==> src/rtl/pattern_pkg.sv <==
// Shared types and pattern constants for the 4-phase symmetric pattern sequencer.
package pattern_pkg;

    typedef enum logic [1:0] {
        IDLE  = 2'd0,
        RUN   = 2'd1,
        PAUSE = 2'd2
    } state_e;

    localparam logic [7:0] PAT0 = 8'h81;
    localparam logic [7:0] PAT1 = 8'h42;
    localparam logic [7:0] PAT2 = 8'h24;
    localparam logic [7:0] PAT3 = 8'h18;

    function automatic logic [7:0] phase_to_pattern(input logic [1:0] ph);
        logic [7:0] pat;
        case (ph)
            2'd0:    pat = PAT0;
            2'd1:    pat = PAT1;
            2'd2:    pat = PAT2;
            default: pat = PAT3;
        endcase
        return pat;
    endfunction

endpackage

==> src/rtl/pattern_dwell_timer.sv <==
// Per-phase dwell down-counter: reloads on load, counts down on en, flags zero.
module pattern_dwell_timer #(
    parameter int DWELL_W = 8
) (
    input  logic               clk,
    input  logic               clear_n,
    input  logic               load,
    input  logic               en,
    input  logic [DWELL_W-1:0] load_val,
    output logic               zero
);

    logic [DWELL_W-1:0] cnt_q;
    logic [DWELL_W-1:0] cnt_d;

    always_comb begin
        cnt_d = cnt_q;
        if (load) begin
            cnt_d = load_val;
        end else if (en && (cnt_q != '0)) begin
            cnt_d = cnt_q - 1'b1;
        end
    end

    always_ff @(posedge clk or negedge clear_n) begin
        if (!clear_n) begin
            cnt_q <= '0;
        end else begin
            cnt_q <= cnt_d;
        end
    end

    assign zero = (cnt_q == '0);

endmodule

==> src/rtl/pattern_step_controller.sv <==
// Run/pause/step sequencer with dwell timing and phase preload for the 4-phase pattern generator.
module pattern_step_controller
    import pattern_pkg::*;
#(
    parameter int DWELL_W = 8
) (
    input  logic               clk,
    input  logic               clear_n,
    input  logic               start,
    input  logic               stop,
    input  logic               step,
    input  logic               dir,
    input  logic [DWELL_W-1:0] dwell,
    input  logic               cfg_valid,
    input  logic [1:0]         cfg_phase,
    output logic               cfg_ready,
    output logic               busy,
    output logic [1:0]         phase,
    output logic [7:0]         pattern,
    output logic               phase_adv,
    output logic               wrap
);

    state_e     state_q, state_d;
    logic [1:0] phase_q, phase_d;
    logic       adv_q, adv_d;
    logic       wrap_q, wrap_d;
    logic       tmr_load, tmr_en, tmr_zero;
    logic [1:0] next_phase;
    logic       next_wraps;

    pattern_dwell_timer #(.DWELL_W(DWELL_W)) u_timer (
        .clk      (clk),
        .clear_n  (clear_n),
        .load     (tmr_load),
        .en       (tmr_en),
        .load_val (dwell),
        .zero     (tmr_zero)
    );

    // Phase arithmetic is modulo 4, so the 2-bit add/subtract wraps naturally.
    assign next_phase = dir ? (phase_q - 2'd1) : (phase_q + 2'd1);
    assign next_wraps = dir ? (phase_q == 2'd0) : (phase_q == 2'd3);

    always_comb begin
        state_d  = state_q;
        phase_d  = phase_q;
        adv_d    = 1'b0;
        wrap_d   = 1'b0;
        tmr_load = 1'b0;
        tmr_en   = 1'b0;
        case (state_q)
            IDLE: begin
                if (cfg_valid) begin
                    phase_d = cfg_phase;
                end else if (start && !stop) begin
                    state_d  = RUN;
                    tmr_load = 1'b1;
                end
            end
            RUN: begin
                if (stop) begin
                    state_d = PAUSE;
                end else if (tmr_zero) begin
                    phase_d  = next_phase;
                    adv_d    = 1'b1;
                    wrap_d   = next_wraps;
                    tmr_load = 1'b1;
                end else begin
                    tmr_en = 1'b1;
                end
            end
            PAUSE: begin
                if (stop) begin
                    state_d = IDLE;
                    phase_d = 2'd0;
                end else if (cfg_valid) begin
                    phase_d = cfg_phase;
                end else if (start) begin
                    state_d  = RUN;
                    tmr_load = 1'b1;
                end else if (step) begin
                    phase_d = next_phase;
                    adv_d   = 1'b1;
                    wrap_d  = next_wraps;
                end
            end
            default: begin
                state_d = IDLE;
            end
        endcase
    end

    always_ff @(posedge clk or negedge clear_n) begin
        if (!clear_n) begin
            state_q <= IDLE;
            phase_q <= 2'd0;
            adv_q   <= 1'b0;
            wrap_q  <= 1'b0;
        end else begin
            state_q <= state_d;
            phase_q <= phase_d;
            adv_q   <= adv_d;
            wrap_q  <= wrap_d;
        end
    end

    assign busy      = (state_q == RUN);
    assign cfg_ready = (state_q == IDLE) || (state_q == PAUSE);
    assign phase     = phase_q;
    assign pattern   = phase_to_pattern(phase_q);
    assign phase_adv = adv_q;
    assign wrap      = wrap_q;

endmodule

==> config.mk <==
export PLATFORM = sky130hd
export DESIGN_NAME = pattern_step_controller
export DESIGN_NICKNAME = d
export VERILOG_FILES = /design/src/rtl/pattern_pkg.sv /design/src/rtl/pattern_dwell_timer.sv /design/src/rtl/pattern_step_controller.sv
export SDC_FILE = /design/constraint.sdc
export NUM_CORES = 1
export LEC_CHECK = 0
export ABC_AREA = 1
export CAP_MARGIN = 10
export CELL_PAD_IN_SITES_DETAIL_PLACEMENT = 1
export CELL_PAD_IN_SITES_GLOBAL_PLACEMENT = 2
export CORE_MARGIN = 10
export CORE_UTILIZATION = 24
export DETAILED_ROUTE_END_ITERATION = 10
export PLACE_DENSITY = 0.88
export SLEW_MARGIN = 20
export SYNTH_ARGS = -nofsm -noshare
export SYNTH_HDL_FRONTEND = slang
export SYNTH_SLANG_ARGS = --single-unit
==> constraint.sdc <==
create_clock -name clk -period 1.3 [get_ports clk]
set_input_delay 0.325 -clock clk [delete_from_list [all_inputs] [get_ports clk]]
set_output_delay 0.325 -clock clk [all_outputs]
set_load 0.01 [all_outputs]
Yosys cells after proc, flatten, opt, wreduce, memory -nomap -nowiden:

Index checks and enable logic that the tools add are counted.

* input bits: 17
* output and inout bits: 14
* register bits after elaboration: 14

* muxes and demuxes: 43
* reductions and logical operators: 12
* add/subtract/negate cells: 3
* eq/ne operators: 15

Operators by type and width (number)
* 2-bit 2-to-1 mux: 14
* 8-bit case mux with 3 select lines: 1
* 1-bit 2-to-1 mux: 21
* 8-bit 2-to-1 mux: 2
* 2-bit case mux with 3 select lines: 2
* 2-bit inequality test (second input constant): 5
* 8-bit logical NOT: 1
* 4-bit inequality test (second input constant): 2
* 8-bit nonzero test: 1
* 8-bit by 1-bit subtractor with 8-bit output (second input constant): 1
* 2-bit equality test (second input constant): 3
* 3-bit inequality test (second input constant): 2
* 6-bit AND reduction: 1
* 5-bit AND reduction: 1
* 2-bit by 1-bit equality test with 1-bit output (second input constant): 2
* 2-bit logical NOT: 2
* 1-bit case mux with 2 select lines: 2
* 1-bit case mux with 3 select lines: 1
* 3-bit nonzero test: 1
* 2-bit by 1-bit adder with 2-bit output (second input constant): 1
* 1-bit logical AND: 2
* 2-bit by 1-bit inequality test with 1-bit output (second input constant): 1
* 2-bit nonzero test: 1
* 2-bit by 1-bit subtractor with 2-bit output (second input constant): 1
* 2 further kinds: 2

Depth between registers and ports, before layout:

Gate-level depths: netlist of run 1.

* depth after elaboration: 7
* gate-level depth with buffers: 11
* depth with buffers taken out: 11

Modules after synthesis:

A second synthesis of run 1 with hierarchy kept.

* cells, all modules: 185
* area total of the unflattened synthesis: 1221.2 um2

By module, submodules not included
* pattern_step_controller: cells each 92, times used 1, area each 624.3 um2
* pattern_dwell_timer: cells each 93, times used 1, area each 596.8 um2

Worst setup path before layout of run 1:

No wires, ideal clock.

* kind: reg2reg
* from: register state_q[1]
* to: register u_timer.cnt_q[2]
* arrival: 1450 ps
* setup time: 124 ps
* path slack: -275 ps
* path buffers: 1
* clock period less this slack: 1575 ps
* cell stages (with the launch flop): 11
* cell sequence: dfrtp_1 inv_1 ha_1 inv_1 nor2_2 nand3_4 nand2_4 nand2_4 buf_6 nand3_1 nand3_1

* word-level cells in the longest chain between the ends: 4
* elaborated cells on any way between the ends: 8
* classes of those cells: eq/ne: 2; mux: 3; reduce/logical: 3

RTL lines
* start: declaration: line pattern_step_controller.sv:24 `state_e state_q, state_d;`
* start signal: assignment: line pattern_step_controller.sv:101 `state_q <= state_d;`
* 2-bit by 1-bit equality test with 1-bit output (*)
* net busy: line pattern_step_controller.sv:17 `output logic busy,`
* 1-bit 2-to-1 mux: line pattern_step_controller.sv:52 `case (state_q)`
* 1-bit logical AND: line pattern_dwell_timer.sv:20 `end else if (en && (cnt_q != '0)) begin`
* 2-bit nonzero test (no line)
* end signal: assignment: line pattern_dwell_timer.sv:29 `cnt_q <= cnt_d;`
* end: declaration: line pattern_dwell_timer.sv:13 `logic [DWELL_W-1:0] cnt_q;`

Mark *: on every way through the listed nets, which the timed path passes. The rest lies on a longest branch.
A chain may end at the register's enable or synchronous reset.

Worst setup path after layout of run 1:

* from: register state_q[1]
* to: register u_timer.cnt_q[1]

* word-level cells in the longest chain between the ends: 4
* elaborated cells on any way between the ends: 8
* classes of those cells: eq/ne: 2; mux: 3; reduce/logical: 3

RTL lines (line)
* 2-bit by 1-bit equality test with 1-bit output: pattern_step_controller.sv:52
* 1-bit 2-to-1 mux: pattern_step_controller.sv:52
* 1-bit logical AND: pattern_dwell_timer.sv:20
* 2-bit nonzero test (no line)

Several ways; a longest one is shown, not always the timed one.

==> flow_summary.yaml, run 1 <==
clocking:
  cts_htree_levels: 1
  cts_inserted_buffers: 3
  cts_sinks: 14
  tritoncts: "yes"
  cts.reportedPaths.clkPinSlew_ns: 0.07
  ctsLongestPathBuffers: 2
  cts_hold_buffers: 0
  library_cell_used_as_clock_root_buffer: "sky130_fd_sc_hd__clkbuf_8"
  clock_latency_late_sink_ns: 0.26
sta:
  slew_violations: 0
  worst_hold_slack_ns: 0.3877
  final_setup_tns_ns: -5.540
  finClkSkew_ns: 0.004838
  final_critical_path_setup_slack_ns: -0.3313
  final.period_utilization: 1.255
  period_minus_slack_ns: 1.631
  number_of_endpoints_failing_setup_at_the_final_stage: 24
  count_of_final_hold_check_violations: 0
  tightestPinTransition_ns: 0.2565
  fmax_mhz: 613.0
  max-slew-margin-rel: 0.8272
  rsz0062_at_grt: "yes"
placed_design:
  place.gp.congestion: 0.7692
  post-dp-hpwl_mm: 3.071
  port_buffers: 30
  dp_cells: 291
  place_area_um2: 1836
global_routing:
  grt_pass1_wl_mm: 7.245
  grt_usage: 0.1074
  number_of_antenna_violations_at_the_first_check_in_global_routing: 0
  grt.overflow.total: 0
  via_count_of_the_first_global_routing_pass: 1482
  pin_count_of_the_biggest_net_entering_global_routing: 15
cells_and_area:
  mostFrequentLayoutCells: "36 x sky130_fd_sc_hd__buf_4, 34 x sky130_fd_sc_hd__nand2_1, 20 x sky130_fd_sc_hd__buf_6, 17 x sky130_fd_sc_hd__nand3_1"
  finish.cell_count_without_fillers: 308
  post-route-cell-area_um2: 2236
  final_common_cell: "sky130_fd_sc_hd__buf_4"
  area.growth.synth_to_final_pct: 87.32
  final_net_count: 271
  layout_cell_share_with_drive_strength_beyond_1: 0.4772
  num_antenna_cells: 0
job:
  max-cap-violations: 0
synthesis:
  synth.distinct_cells: 24
  post-synth-top-area-cell: "sky130_fd_sc_hd__dfrtp_1"
  post_synth_inst_count: 165
  post_synth_instance_area_um2: 1194
  seq_area_frac_synth: 0.2935
  post_synth_main_area_contributors: "sky130_fd_sc_hd__dfrtp_1 29%, sky130_fd_sc_hd__ha_1 13%, sky130_fd_sc_hd__nand2_1 13%"
  synth.yosys.warnings: 0
  fraction_of_post_synthesis_cell_area_in_the_top_cell_type_by_area: 0.2935
  synth_nets: 194
  yosys_register_bits: 14
  syn_avg_cell_area_um2: 7.234
floorplan:
  placementRows: 25
  starting_density_of_the_core: 0.2494
  core_um2: 4786
  floorplan.io_pins: 31
  die_w_um: 90.53
  design.die.area_um2: 8195
  die_h_um: 90.53
drt:
  dr_total_vias: 1353
  route.antenna.remaining_nets: 0
  route.detailed.drc: 0
  wl_per_cell_um: 14.53
  route.final.wire_length_mm: 4.476
  viasPerCell: 4.393
  drt_first_pass_iters: 4
  detailedRoute.firstIterationViolations: 26
power_and_ir_drop:
  cellLeakagePower_uw: 0.001078
  vdd.ir_drop.worst_mv: 0.9658
  cellPowerDensity_nw_per_um2: 2221
outcome:
  violations: "setup timing"
  run_status: "complete, but fails checks"
critical_path:
  critPathLaunchType: "flop"
  arrival_time_at_the_worst_endpoint_ns: 1.82
  critPathKind: "reg -> reg"
  endpoint_kind: "flop"
  critPathMaxFanout: 6
  worst_endpoint_required_time_ns: 1.49
min_path:
  min-delay-path-class: "in -> async"
[flip-flops by register name, indices dropped and copies added (netlist names)]
name	count
u_timer.cnt_q	8
phase	2
state_q	2
phase_adv	1
wrap	1
[power breakdown]
group / switching, µW / leakage, µW / internal (µW) / total (µW)
Combinational: 1840 / 0.000872 / 1920 / 3760
Sequential: 136 / 0.000177 / 615 / 750
Clock: 186 / 0.0000288 / 270 / 456
Total: 2160 / 0.00108 / 2810 / 4970
[per-layer routing]
metal	global-route usage	vias up	wire length, µm
li1	-	666	-
met2	0.2067	19	2455
met3	0.02161	7	136
met1	0.1129	661	1808
met4	0.03183	0	75
met5	0	-	0
[critical path: stages, from the launching register on]
cell                      delay, ns
sky130_fd_sc_hd__dfrtp_1       0.43
sky130_fd_sc_hd__inv_2         0.09
sky130_fd_sc_hd__buf_6         0.10
sky130_fd_sc_hd__ha_4          0.16
sky130_fd_sc_hd__inv_4         0.04
sky130_fd_sc_hd__nor2_4        0.16
sky130_fd_sc_hd__nand3_4       0.13
sky130_fd_sc_hd__nand2_8       0.14
sky130_fd_sc_hd__nand2_8       0.09
sky130_fd_sc_hd__inv_8         0.08
sky130_fd_sc_hd__nor2_4        0.03
sky130_fd_sc_hd__nor2_1        0.12
[Yosys cell counts]
cell	instances
sky130_fd_sc_hd__mux2i_1	1
sky130_fd_sc_hd__dfrtp_1	14
sky130_fd_sc_hd__nand3_1	20
sky130_fd_sc_hd__nand2_1	40
sky130_fd_sc_hd__nand2_2	4
sky130_fd_sc_hd__inv_1	19
sky130_fd_sc_hd__nand3_4	1
sky130_fd_sc_hd__a211oi_1	1
sky130_fd_sc_hd__nor2_1	17
sky130_fd_sc_hd__nor2_2	2
sky130_fd_sc_hd__nand3b_1	1
sky130_fd_sc_hd__buf_4	4
sky130_fd_sc_hd__inv_2	5
sky130_fd_sc_hd__xor2_1	3
sky130_fd_sc_hd__ha_1	12
sky130_fd_sc_hd__buf_6	2
sky130_fd_sc_hd__xnor2_1	1
sky130_fd_sc_hd__nand3_2	1
sky130_fd_sc_hd__nor2_4	2
sky130_fd_sc_hd__or2_1	1
sky130_fd_sc_hd__nand2_4	2
sky130_fd_sc_hd__a21oi_1	4
sky130_fd_sc_hd__o21ai_0	6
sky130_fd_sc_hd__o21ai_1	2
[repair_timing]
| action | CTS | global route |
|---|---|---|
| gates cloned | 2 | 0 |
| setup buffers | 8 | 7 |
| setup endpoints to repair | 28 | 26 |
| resized for setup | 100 | 20 |
| pin swaps | 4 | 14 |
[worst paths after layout]
check / from / endpoint / cells after the start / slack (ns)
min in group clk: u_timer.cnt_q[7]$_DFFE_PN0P_ / u_timer.cnt_q[7]$_DFFE_PN0P_ / 2 / 0.51
max in group asynchronous: clear_n / phase[0]$_DFFE_PN0P_ / 2 / 0.72
max reg2reg: state_q[1]$_DFFE_PN0P_ / u_timer.cnt_q[1]$_DFFE_PN0P_ / 11 / -0.33
min: clear_n / u_timer.cnt_q[2]$_DFFE_PN0P_ / 2 / 0.39
max: state_q[1]$_DFFE_PN0P_ / u_timer.cnt_q[1]$_DFFE_PN0P_ / 11 / -0.33
min reg2reg: u_timer.cnt_q[7]$_DFFE_PN0P_ / u_timer.cnt_q[7]$_DFFE_PN0P_ / 2 / 0.51
[cells by family after synthesis]
family | count (synthesis) | share of synthesized area
AOI/OAI and AO/OA | 13 | 0.05661
muxes | 1 | 0.008386
and+or+nand+nor | 91 | 0.3669
DFF | 14 | 0.2935
xor gates and xnor gates | 4 | 0.02936
buffers and inverters | 30 | 0.1195
adders and majority gates | 12 | 0.1258
[final cells by class]
| cell class | count | area [µm²] |
|---|---|---|
| flip-flops and latches | 14 | 351.6 |
| inverters | 24 | 111.4 |
| clock buffers | 4 | 55.05 |
| well taps | 67 | 83.83 |
| multi-input cells | 123 | 918.4 |
| fillers | 563 | 2550 |
| repair buffers | 76 | 715.7 |
[per-stage QoR]
step	total power, µW	utilization	setup slack (ns)
final	4966	0.4672	-0.3313
after global placement	3573	0.3835	-0.4200
after global routing	5385	0.4672	-0.4177
after CTS	4666	0.4452	-0.3006
after floorplan	2339	-	-0.1641
after detailed placement	3668	0.3835	-0.4601
Power figures use the tool's default switching activity.
==> inputs of run 2 (changes only) <==
--- a/config.mk
+++ b/config.mk
@@ -13,2 +13,3 @@
 export CORE_UTILIZATION = 24
+export CTS_CLUSTER_DIAMETER = 50
 export DETAILED_ROUTE_END_ITERATION = 10
==> constraint.sdc (replaced) <==
create_clock -name clk -period 1.3 [get_ports clk]
set_input_delay 0.13 -clock clk [delete_from_list [all_inputs] [get_ports clk]]
set_output_delay 0.13 -clock clk [all_outputs]
set_load 0.01 [all_outputs]
==> run 2 against run 1 <==
Net effect: flip-flop and latch count unchanged; critical path depth fell by 1; first-iteration DRC count increased by 50%; global-route usage decreased by 0.86 points; power decreased by 10%; critical path type unchanged; utilization fell by 3.4 points; via count fell by 4.4%; clock-buffer cell count did not move; register-to-register slack gained 0.07 ns; clock power fell by 5.7%; critical endpoint is now u_timer.cnt_q[7]$_DFFE_PN0P_; the flow still finishes with violations (setup timing); wire length decreased by 7.3%.
==> flow_summary.yaml, run 2 (same netlist as run 1, synthesis figures left out) <==
outcome:
  run_status: "complete, but fails checks"
  violations: "setup timing"
drt:
  route.antenna.remaining_nets: 0
  wl_per_cell_um: 13.65
  route.detailed.drc: 0
  route.final.wire_length_mm: 4.151
  drt_first_pass_iters: 3
  detailedRoute.firstIterationViolations: 39
  dr_total_vias: 1294
  viasPerCell: 4.257
sta:
  number_of_endpoints_failing_setup_at_the_final_stage: 16
  slew_violations: 0
  rsz0062_at_grt: "yes"
  period_minus_slack_ns: 1.563
  final_setup_tns_ns: -2.895
  final.period_utilization: 1.202
  count_of_final_hold_check_violations: 0
  finClkSkew_ns: 0.002246
  fmax_mhz: 639.9
  max-slew-margin-rel: 0.8457
  tightestPinTransition_ns: 0.2250
  final_critical_path_setup_slack_ns: -0.2628
cells_and_area:
  final_net_count: 267
  num_antenna_cells: 0
  final_common_cell: "sky130_fd_sc_hd__buf_4"
  postLayoutCoreUtil: 0.4332
  layout_cell_share_with_drive_strength_beyond_1: 0.4810
  area.growth.synth_to_final_pct: 73.69
  mostFrequentLayoutCells: "38 x sky130_fd_sc_hd__buf_4, 34 x sky130_fd_sc_hd__nand2_1, 18 x sky130_fd_sc_hd__clkdlybuf4s50_1, 15 x sky130_fd_sc_hd__nand3_1, 14 x sky130_fd_sc_hd__nor2_1"
  fill_count: 603
  largest_reg_flops: 8
  finish.cell_count_without_fillers: 304
  register_with_the_most_flip_flops: "u_timer.cnt_q"
global_routing:
  grt_usage: 0.09879
  via_count_of_the_first_global_routing_pass: 1427
  grt_pass1_wl_mm: 6.672
  pin_count_of_the_biggest_net_entering_global_routing: 15
  number_of_antenna_violations_at_the_first_check_in_global_routing: 0
  grt.overflow.total: 0
critical_path:
  critPathKind: "reg -> reg"
  worst_endpoint_required_time_ns: 1.44
  crit-reg2reg-launch: "state_q[1]$_DFFE_PN0P_"
  critPathLaunchType: "flop"
  worstPathBufferInverterCount: 2
  timing.critical_path.slowest_cell_delay_ns: 0.43
  rr_worst_depth: 10
  worstReg2RegEnd: "u_timer.cnt_q[7]$_DFFE_PN0P_"
  arrival_time_at_the_worst_endpoint_ns: 1.70
  cp_num_cells: 10
  crit_family: "simple AND/OR/NAND/NOR gates"
  endpoint_kind: "flop"
  worst_setup_path_startpoint: "state_q[1]$_DFFE_PN0P_"
  crit_top_cell: "sky130_fd_sc_hd__nand2_4"
  setup.worst_path.end: "u_timer.cnt_q[7]$_DFFE_PN0P_"
  cell_breakdown_of_the_critical_path: "inv_4 -> ha_4 -> or2_4 -> nand2_4 -> nand2_4 -> nand2_8 -> buf_8 -> nand2_2 -> nand3_2 -> nand2_1"
  reg2reg_slack_ns: -0.26
  critPathMaxFanout: 8
  critical_path.slowest_cell: "sky130_fd_sc_hd__dfrtp_2"
power_and_ir_drop:
  cellLeakagePower_uw: 0.001018
  cellPowerDensity_nw_per_um2: 2155
  vdd.ir_drop.worst_mv: 0.8187
floorplan:
  die_h_um: 90.53
  starting_density_of_the_core: 0.2494
  core_um2: 4786
  design.die.area_um2: 8195
  floorplan.io_pins: 31
  placementRows: 25
  die_w_um: 90.53
clocking:
  cts_hold_buffers: 0
  clock_latency_late_sink_ns: 0.25
  cts_sinks: 14
  cts.reportedPaths.clkPinSlew_ns: 0.06
  cts_inserted_buffers: 3
  cts_htree_levels: 1
  tritoncts: "yes"
  library_cell_used_as_clock_root_buffer: "sky130_fd_sc_hd__clkbuf_8"
  ctsLongestPathBuffers: 2
job:
  max-cap-violations: 0
placed_design:
  port_buffers: 30
  place.gp.congestion: 0.7972
  dp_cells: 288
  post-dp-hpwl_mm: 2.967
min_path:
  min-delay-path-class: "in -> async"
run 2: changes by cell type in the layout (fill, tap and decap cells not counted), moves of 3 or more:
| cell | delta |
|---|---|
| sky130_fd_sc_hd__inv_4 | +3 |
| sky130_fd_sc_hd__clkdlybuf4s50_1 | +3 |
| sky130_fd_sc_hd__buf_2 | +8 |
| sky130_fd_sc_hd__buf_6 | -13 |
run 2: what timing repair did:
| item | CTS | global route |
|---|---|---|
| pin swaps | 10 | 13 |
| setup buffers | 8 | 5 |
| gates cloned | 0 | 0 |
| gates resized for setup | 59 | 42 |
| endpoints found under the setup margin | 26 | 22 |
run 2: metal layers:
layer | GRT usage | vias up | share of wire
met5 | 0 | - | 0
met2 | 0.1881 | 17 | 0.56
met3 | 0.02244 | 5 | 0.035
met1 | 0.1046 | 620 | 0.40
met4 | 0.02785 | 0 | 0.012
li1 | - | 652 | -
run 2: layout make-up:
class / instances / area (µm²) / area share
multi-input combinational: 121 / 860.8 / 0.4152
clock buffer: 4 / 55.05 / 0.02655
sequential: 14 / 354.1 / 0.1708
inverter: 24 / 102.6 / 0.04949
tap: 67 / 83.83 / 0.04043
timing repair buffer: 74 / 616.8 / 0.2975
run 2: per-stage QoR:
stage                     cell area (µm²)  hold WS [ns]  setup slack (ns)  power, µW
after floorplan                      1229       -0.1656           -0.1641       2339
after global placement               1800        0.4686           -0.3282       3497
after detailed placement             1800        0.4629           -0.3512       3580
after CTS                            1929        0.2052           -0.2620       4093
after global routing                 2073        0.2107           -0.3538       4890
final                                2073        0.2006           -0.2628       4469
run 2: worst min path at each step:
stage               cells after the start                           end  slack, ns
finish                                  2  u_timer.cnt_q[4]$_DFFE_PN0P_       0.20
global route                            2  u_timer.cnt_q[4]$_DFFE_PN0P_       0.21
CTS                                     2  u_timer.cnt_q[2]$_DFFE_PN0P_       0.21
detailed placement                      2  u_timer.cnt_q[2]$_DFFE_PN0P_       0.46
global placement                        2  u_timer.cnt_q[2]$_DFFE_PN0P_       0.47
floorplan                               0          phase[0]$_DFFE_PN0P_      -0.17
run 2: where the power goes:
group / internal (µW) / total (µW) / leakage, µW / switching [µW]
logic: 1580 / 3250 / 0.000815 / 1670
registers: 621 / 786 / 0.000174 / 165
clock network: 269 / 430 / 0.0000288 / 161
==> inputs of run 3 (changes only) <==
Settings changed: ABC_CLOCK_PERIOD_IN_PS from default to 1500, CORE_UTILIZATION 24 to 26, PLACE_DENSITY 0.88 to 0.9.
Clock period 1.3 ns to 1.5 ns, I/O delays scaled along.
==> run 3 against run 2 <==
Net effect: global-route usage down 0.21 points; first-iteration DRC count down 33%; final cell count down 7.9%; the flow still finishes with violations (setup timing); die area down 6.0%.
==> flow_summary.yaml, run 3 (same netlist as run 1, synthesis figures left out) <==
outcome:
  run_status: "complete, but fails checks"
  violations: "setup timing"
drt:
  drt_first_pass_iters: 4
  route.antenna.remaining_nets: 0
  route.detailed.drc: 0
  detailedRoute.firstIterationViolations: 26
  viasPerCell: 4.450
  wl_per_cell_um: 13.73
  route.final.wire_length_mm: 3.843
  dr_total_vias: 1246
placed_design:
  post-dp-hpwl_mm: 2.916
  place.gp.congestion: 0.7966
  port_buffers: 30
clocking:
  cts.reportedPaths.clkPinSlew_ns: 0.06
  cts_htree_levels: 1
  cts_hold_buffers: 0
  tritoncts: "yes"
  ctsLongestPathBuffers: 2
  clock_latency_late_sink_ns: 0.25
  library_cell_used_as_clock_root_buffer: "sky130_fd_sc_hd__clkbuf_8"
  cts_sinks: 14
  cts_inserted_buffers: 3
cells_and_area:
  largest_reg_flops: 8
  final_net_count: 258
  fill_count: 543
  multi_input_comb_area_um2: 888.4
  layout_cell_share_with_drive_strength_beyond_1: 0.4167
  num_antenna_cells: 0
  mostFrequentLayoutCells: "36 x sky130_fd_sc_hd__nand2_1, 31 x sky130_fd_sc_hd__buf_4, 20 x sky130_fd_sc_hd__clkdlybuf4s50_1, 14 x sky130_fd_sc_hd__nand3_1"
  final_common_cell: "sky130_fd_sc_hd__nand2_1"
  register_with_the_most_flip_flops: "u_timer.cnt_q"
  area.growth.synth_to_final_pct: 66.46
  sequential_cell_area_um2: 351.6
global_routing:
  grt_pass1_wl_mm: 6.134
  number_of_antenna_violations_at_the_first_check_in_global_routing: 0
  grt.overflow.total: 0
  grt_usage: 0.09668
  via_count_of_the_first_global_routing_pass: 1369
  pin_count_of_the_biggest_net_entering_global_routing: 17
sta:
  rsz0062_at_grt: "yes"
  slew_violations: 0
  count_of_final_hold_check_violations: 0
  finClkSkew_ns: 0.004043
  period_minus_slack_ns: 1.561
  final_critical_path_setup_slack_ns: -0.06082
  tightestPinTransition_ns: 0.2515
  worst_hold_slack_ns: 0.2103
  max-slew-margin-rel: 0.8306
  final.period_utilization: 1.041
  fmax_mhz: 640.7
  final_setup_tns_ns: -0.1208
  number_of_endpoints_failing_setup_at_the_final_stage: 4
critical_path:
  worstPathBufferInverterCount: 3
  critPathKind: "reg -> reg"
  endpoint_kind: "flop"
  critPathMaxFanout: 8
  critical_path.slowest_cell: "sky130_fd_sc_hd__dfrtp_2"
  arrival_time_at_the_worst_endpoint_ns: 1.70
  worst_endpoint_required_time_ns: 1.64
  crit_family: "simple AND/OR/NAND/NOR gates"
  cell_breakdown_of_the_critical_path: "inv_4 -> ha_4 -> inv_2 -> nor2_4 -> nand3_4 -> nand2_8 -> nand2_8 -> buf_6 -> nor2_4 -> nor2_1"
  timing.critical_path.slowest_cell_delay_ns: 0.45
  critPathLaunchType: "flop"
floorplan:
  die_w_um: 87.76
  starting_density_of_the_core: 0.2704
  die_h_um: 87.76
  core_um2: 4414
  design.die.area_um2: 7701
  placementRows: 24
  floorplan.io_pins: 31
power_and_ir_drop:
  cellLeakagePower_uw: 0.0009945
  cellPowerDensity_nw_per_um2: 1848
  vdd.ir_drop.worst_mv: 0.7614
job:
  max-cap-violations: 0
min_path:
  min-delay-path-class: "in -> async"
## run 3: cell count changes in the layout (fill, tap and decap cells not counted), moves of 3 or more
| cell | change |
|---|---|
| sky130_fd_sc_hd__nand2_2 | -3 |
| sky130_fd_sc_hd__ha_1 | +3 |
| sky130_fd_sc_hd__inv_4 | -3 |
| sky130_fd_sc_hd__buf_6 | -4 |
| sky130_fd_sc_hd__buf_4 | -7 |
| sky130_fd_sc_hd__o21ai_0 | +3 |
| sky130_fd_sc_hd__ha_2 | -4 |
| sky130_fd_sc_hd__clkbuf_2 | +8 |
| sky130_fd_sc_hd__buf_2 | -8 |
## run 3: layout make-up
cell class,count,share of cell area
clock buffers,4,0.02771
inverters,24,0.05164
multi-input cells,122,0.4471
flip-flops and latches,14,0.1770
well taps,52,0.03275
repair buffers,64,0.2639
## run 3: where the power goes
part	internal, µW	switching [µW]	total [µW]
Clock	233	141	374
Combinational	1240	1410	2650
Sequential	533	113	646
## run 3: worst reg2reg max path, stage by stage, from the launching register on
cell	delay, ns
sky130_fd_sc_hd__dfrtp_2	0.45
sky130_fd_sc_hd__inv_4	0.10
sky130_fd_sc_hd__ha_4	0.13
sky130_fd_sc_hd__inv_2	0.04
sky130_fd_sc_hd__nor2_4	0.15
sky130_fd_sc_hd__nand3_4	0.12
sky130_fd_sc_hd__nand2_8	0.11
sky130_fd_sc_hd__nand2_8	0.09
sky130_fd_sc_hd__buf_6	0.14
sky130_fd_sc_hd__nor2_4	0.06
sky130_fd_sc_hd__nor2_1	0.04
## run 3: through the flow
step	setup slack (ns)	total power [µW]	instance area, µm²	utilization	cells
floorplan	0.01919	2006	1219	-	165
global placement	-0.1191	2890	1719	0.3895	266
detailed placement	-0.1056	2956	1719	0.3895	266
CTS	-0.08216	3389	1821	0.4124	274
global route	-0.1379	4044	1987	0.4501	280
finish	-0.06082	3672	1987	0.4501	280
## run 3: path summary, 6_finish.rpt
path	cells past startpoint	start	to	slack [ns]
worst max-delay path	10	state_q[1]$_DFFE_PN0P_	u_timer.cnt_q[1]$_DFFE_PN0P_	-0.06
worst min-delay path	2	clear_n	wrap$_DFF_PN0_	0.21
worst max register to register	10	state_q[1]$_DFFE_PN0P_	u_timer.cnt_q[1]$_DFFE_PN0P_	-0.06
worst min register to register	2	u_timer.cnt_q[7]$_DFFE_PN0P_	u_timer.cnt_q[7]$_DFFE_PN0P_	0.53
max in group asynchronous	2	clear_n	state_q[1]$_DFFE_PN0P_	1.10
min in group clk	3	dwell[0]	u_timer.cnt_q[0]$_DFFE_PN0P_	0.46
## run 3: routing by layer
layer  global-route usage  vias up  share of wire
li1                     -      640              -
met2               0.1799        8           0.57
met5                    0        -              0
met3             0.008357        2          0.015
met1               0.1095      596           0.40
met4              0.03913        0         0.0081
## run 3: what timing repair did
| action | CTS | global route |
|---|---|---|
| pin swaps | 1 | 12 |
| setup endpoints to repair | 22 | 21 |
| gates cloned | 0 | 1 |
| gates resized for setup | 25 | 48 |
| setup buffers | 4 | 5 |
==> patch, RTL diff (config.mk and constraints of run 2) <==
`DWELL_W` is set to 8 in 2 places; all go to 9.
--- a/src/rtl/pattern_dwell_timer.sv
+++ b/src/rtl/pattern_dwell_timer.sv
@@ -1,5 +1,5 @@
 // Per-phase dwell down-counter: reloads on load, counts down on en, flags zero.
 module pattern_dwell_timer #(
-    parameter int DWELL_W = 8
+    parameter int DWELL_W = 9
 ) (
     input  logic               clk,
--- a/src/rtl/pattern_step_controller.sv
+++ b/src/rtl/pattern_step_controller.sv
@@ -3,5 +3,5 @@
     import pattern_pkg::*;
 #(
-    parameter int DWELL_W = 8
+    parameter int DWELL_W = 9
 ) (
     input  logic               clk,
Ports: changed (resized dwell); port bits go from 31 to 32. The function was not compared with the original's and may differ.
==> patch against run 2 <==
The flow still finishes with violations (negative setup slack). Setup slack gained 0.012 ns. Via count grew 0.23%. Synthesized area grew 1.2%. Routed wire length shrank 1.9%. Largest cell class unchanged. Die area grew 0.90%. Critical path depth shrank 1. Cell area grew 3.4%. Sequential cell count grew 1. Power is essentially flat. Critical path type unchanged. Largest power group unchanged. Synthesized cell count shrank 7.3%. Sequential share of layout area grew 0.49 points.
==> patch: results (changes against run 2) <==
- First-pass GRT wire length: 6.320 mm (-5.3%)
- Status: finished with violations
- Non-clock buffering overhead: 32.17% (+2.4 points)
- Vias in the first global route: 1,406 (-1.5%)
- Post-CTS sizing: 52 (-12%)
- Drt initial violations: 46 (+18%)
- Register area share after synthesis: 31.09% (+1.7 points)
- Power Sequential: 806 uW (+3%)
- Met3 WL: 171 um (+19%)
- # placed instances: 284 (-1.4%)
- Setup tns final: -3.214 ns (-0.3192 ns)
- Met1 Resource Use GR: 9.621% (-0.84 points)
- Met2 WL: 2.322 mm (+0.56%)
- Sequential share of cell area: 17.57% (+0.49 points)
- Post-synthesis cell count: 153 (-7.3%)
- Worst Hold Class: in -> async
- Footprint of the multi-input gates: 857.1 um^2 (-0.44%)
- Met3 Resource Use GR: 3.045% (+0.80 points)
- Sw Pwr: 1902 uW (-4.8%)
- CP top delay family: flip-flops
- Met2 GRT Util: 17.18% (-1.6 points)
- Post-DR wirelength/cell: 13.57 um (-0.60%)
- Ranking of synthesized cells by area: dfrtp_1 (31%), ha_1 (12%), nand2_1 (9.6%)
- GRT Total Usage: 8.997% (-0.88 points)
- Maximum net fanout on the critical path: 4 (-4)
- Total Wirelength: 4.072 mm (-1.9%)
- Slew HR: 80.78% (-3.8 points)
- Final setup fails: 17 (+1)
- Largest net degree at the start of global routing: 16 (+1)
- Final worst setup slack: -0.2513 ns (+0.01151 ns)
- Non-clk bufs: 80 (+8.1%)
- M1 wire length: 1.567 mm (-5.0%)
- Leakage power: 0.001020 uW (+0.23%)
- Synth top cells by count: nand2_1 (31), nand3_1 (23), inv_1 (16)
- DR pass1 iterations: 4 (+1)
- Logic pwr share: 73.6% (+0.8 points)
- Max reg flops: 9 (+1)
- Final #Nets: 264 (-1.1%)
- Post-Synthesis Net Count: 183 (-5.7%)
- Gp weighted congestion: 0.7621 (-4.4%)
- Multi-input comb cells: 113 (-6.6%)
- Vias/cell: 4.323 (+1.6%)
- Worst VDD drop: 0.8351 mV (+2.0%)
- Layout cells sized above 1: 48.93% (+0.83 points)
- Root Buffer: clkbuf_8
- Netlist cell types: 26 (+8.3%)
- Post-place setup slack: -0.3062 ns (+0.04499 ns)
- Inverters: 21 (-13%)
- Filler cells: 578 (-4.1%)
- Yosys reg bits: 15 (+1)
- Clk tree area frac: 2.102% (-0.55 points)
- Data arrival, critical path: 1.73 ns (+0.03 ns)
- I/O Buffers: 31 (+3.3%)
- Violated checks: negative setup slack
- Setup Buffers After CTS: 7 (-1)
- Worst Skew: 0.001122 ns (-0.001125 ns)
- Hpwl dp: 3.063 mm (+3.2%)
- DR top layer: met4
[patch: cells by family (layout without fill, tap and decap cells)]
logic type	Yosys count	count (layout)	synth area share, %
XOR/XNOR	8	8	5.803
buffers and inverters	26	105	10.16
flip-flops	15	15	31.09
AND/OR/NAND/NOR	79	80	33.47
adder cells (fa/ha/maj)	12	12	12.43
AO/OA/AOI/OAI	13	13	7.046
[patch: path summary, 6_finish.rpt]
check,from,endpoint,slack (ns),cells after the start
setup / recovery,state_q[1],u_timer.cnt_q[0],-0.25,9
hold / removal,clear_n,wrap,0.20,2
setup reg to reg,state_q[1],u_timer.cnt_q[0],-0.25,9
hold reg to reg,u_timer.cnt_q[6],u_timer.cnt_q[6],0.63,3
max in group asynchronous,clear_n,state_q[1],0.91,2
min in group clk,dwell[8],u_timer.cnt_q[8],0.44,3
[patch: stage by stage]
step / cell area, um^2 / total power, uW
final: 2143 / 4465
after global routing: 2143 / 4887
after CTS: 1956 / 3991
after detailed placement: 1869 / 3515
after global placement: 1869 / 3405
after floorplan: 1231 / 2278
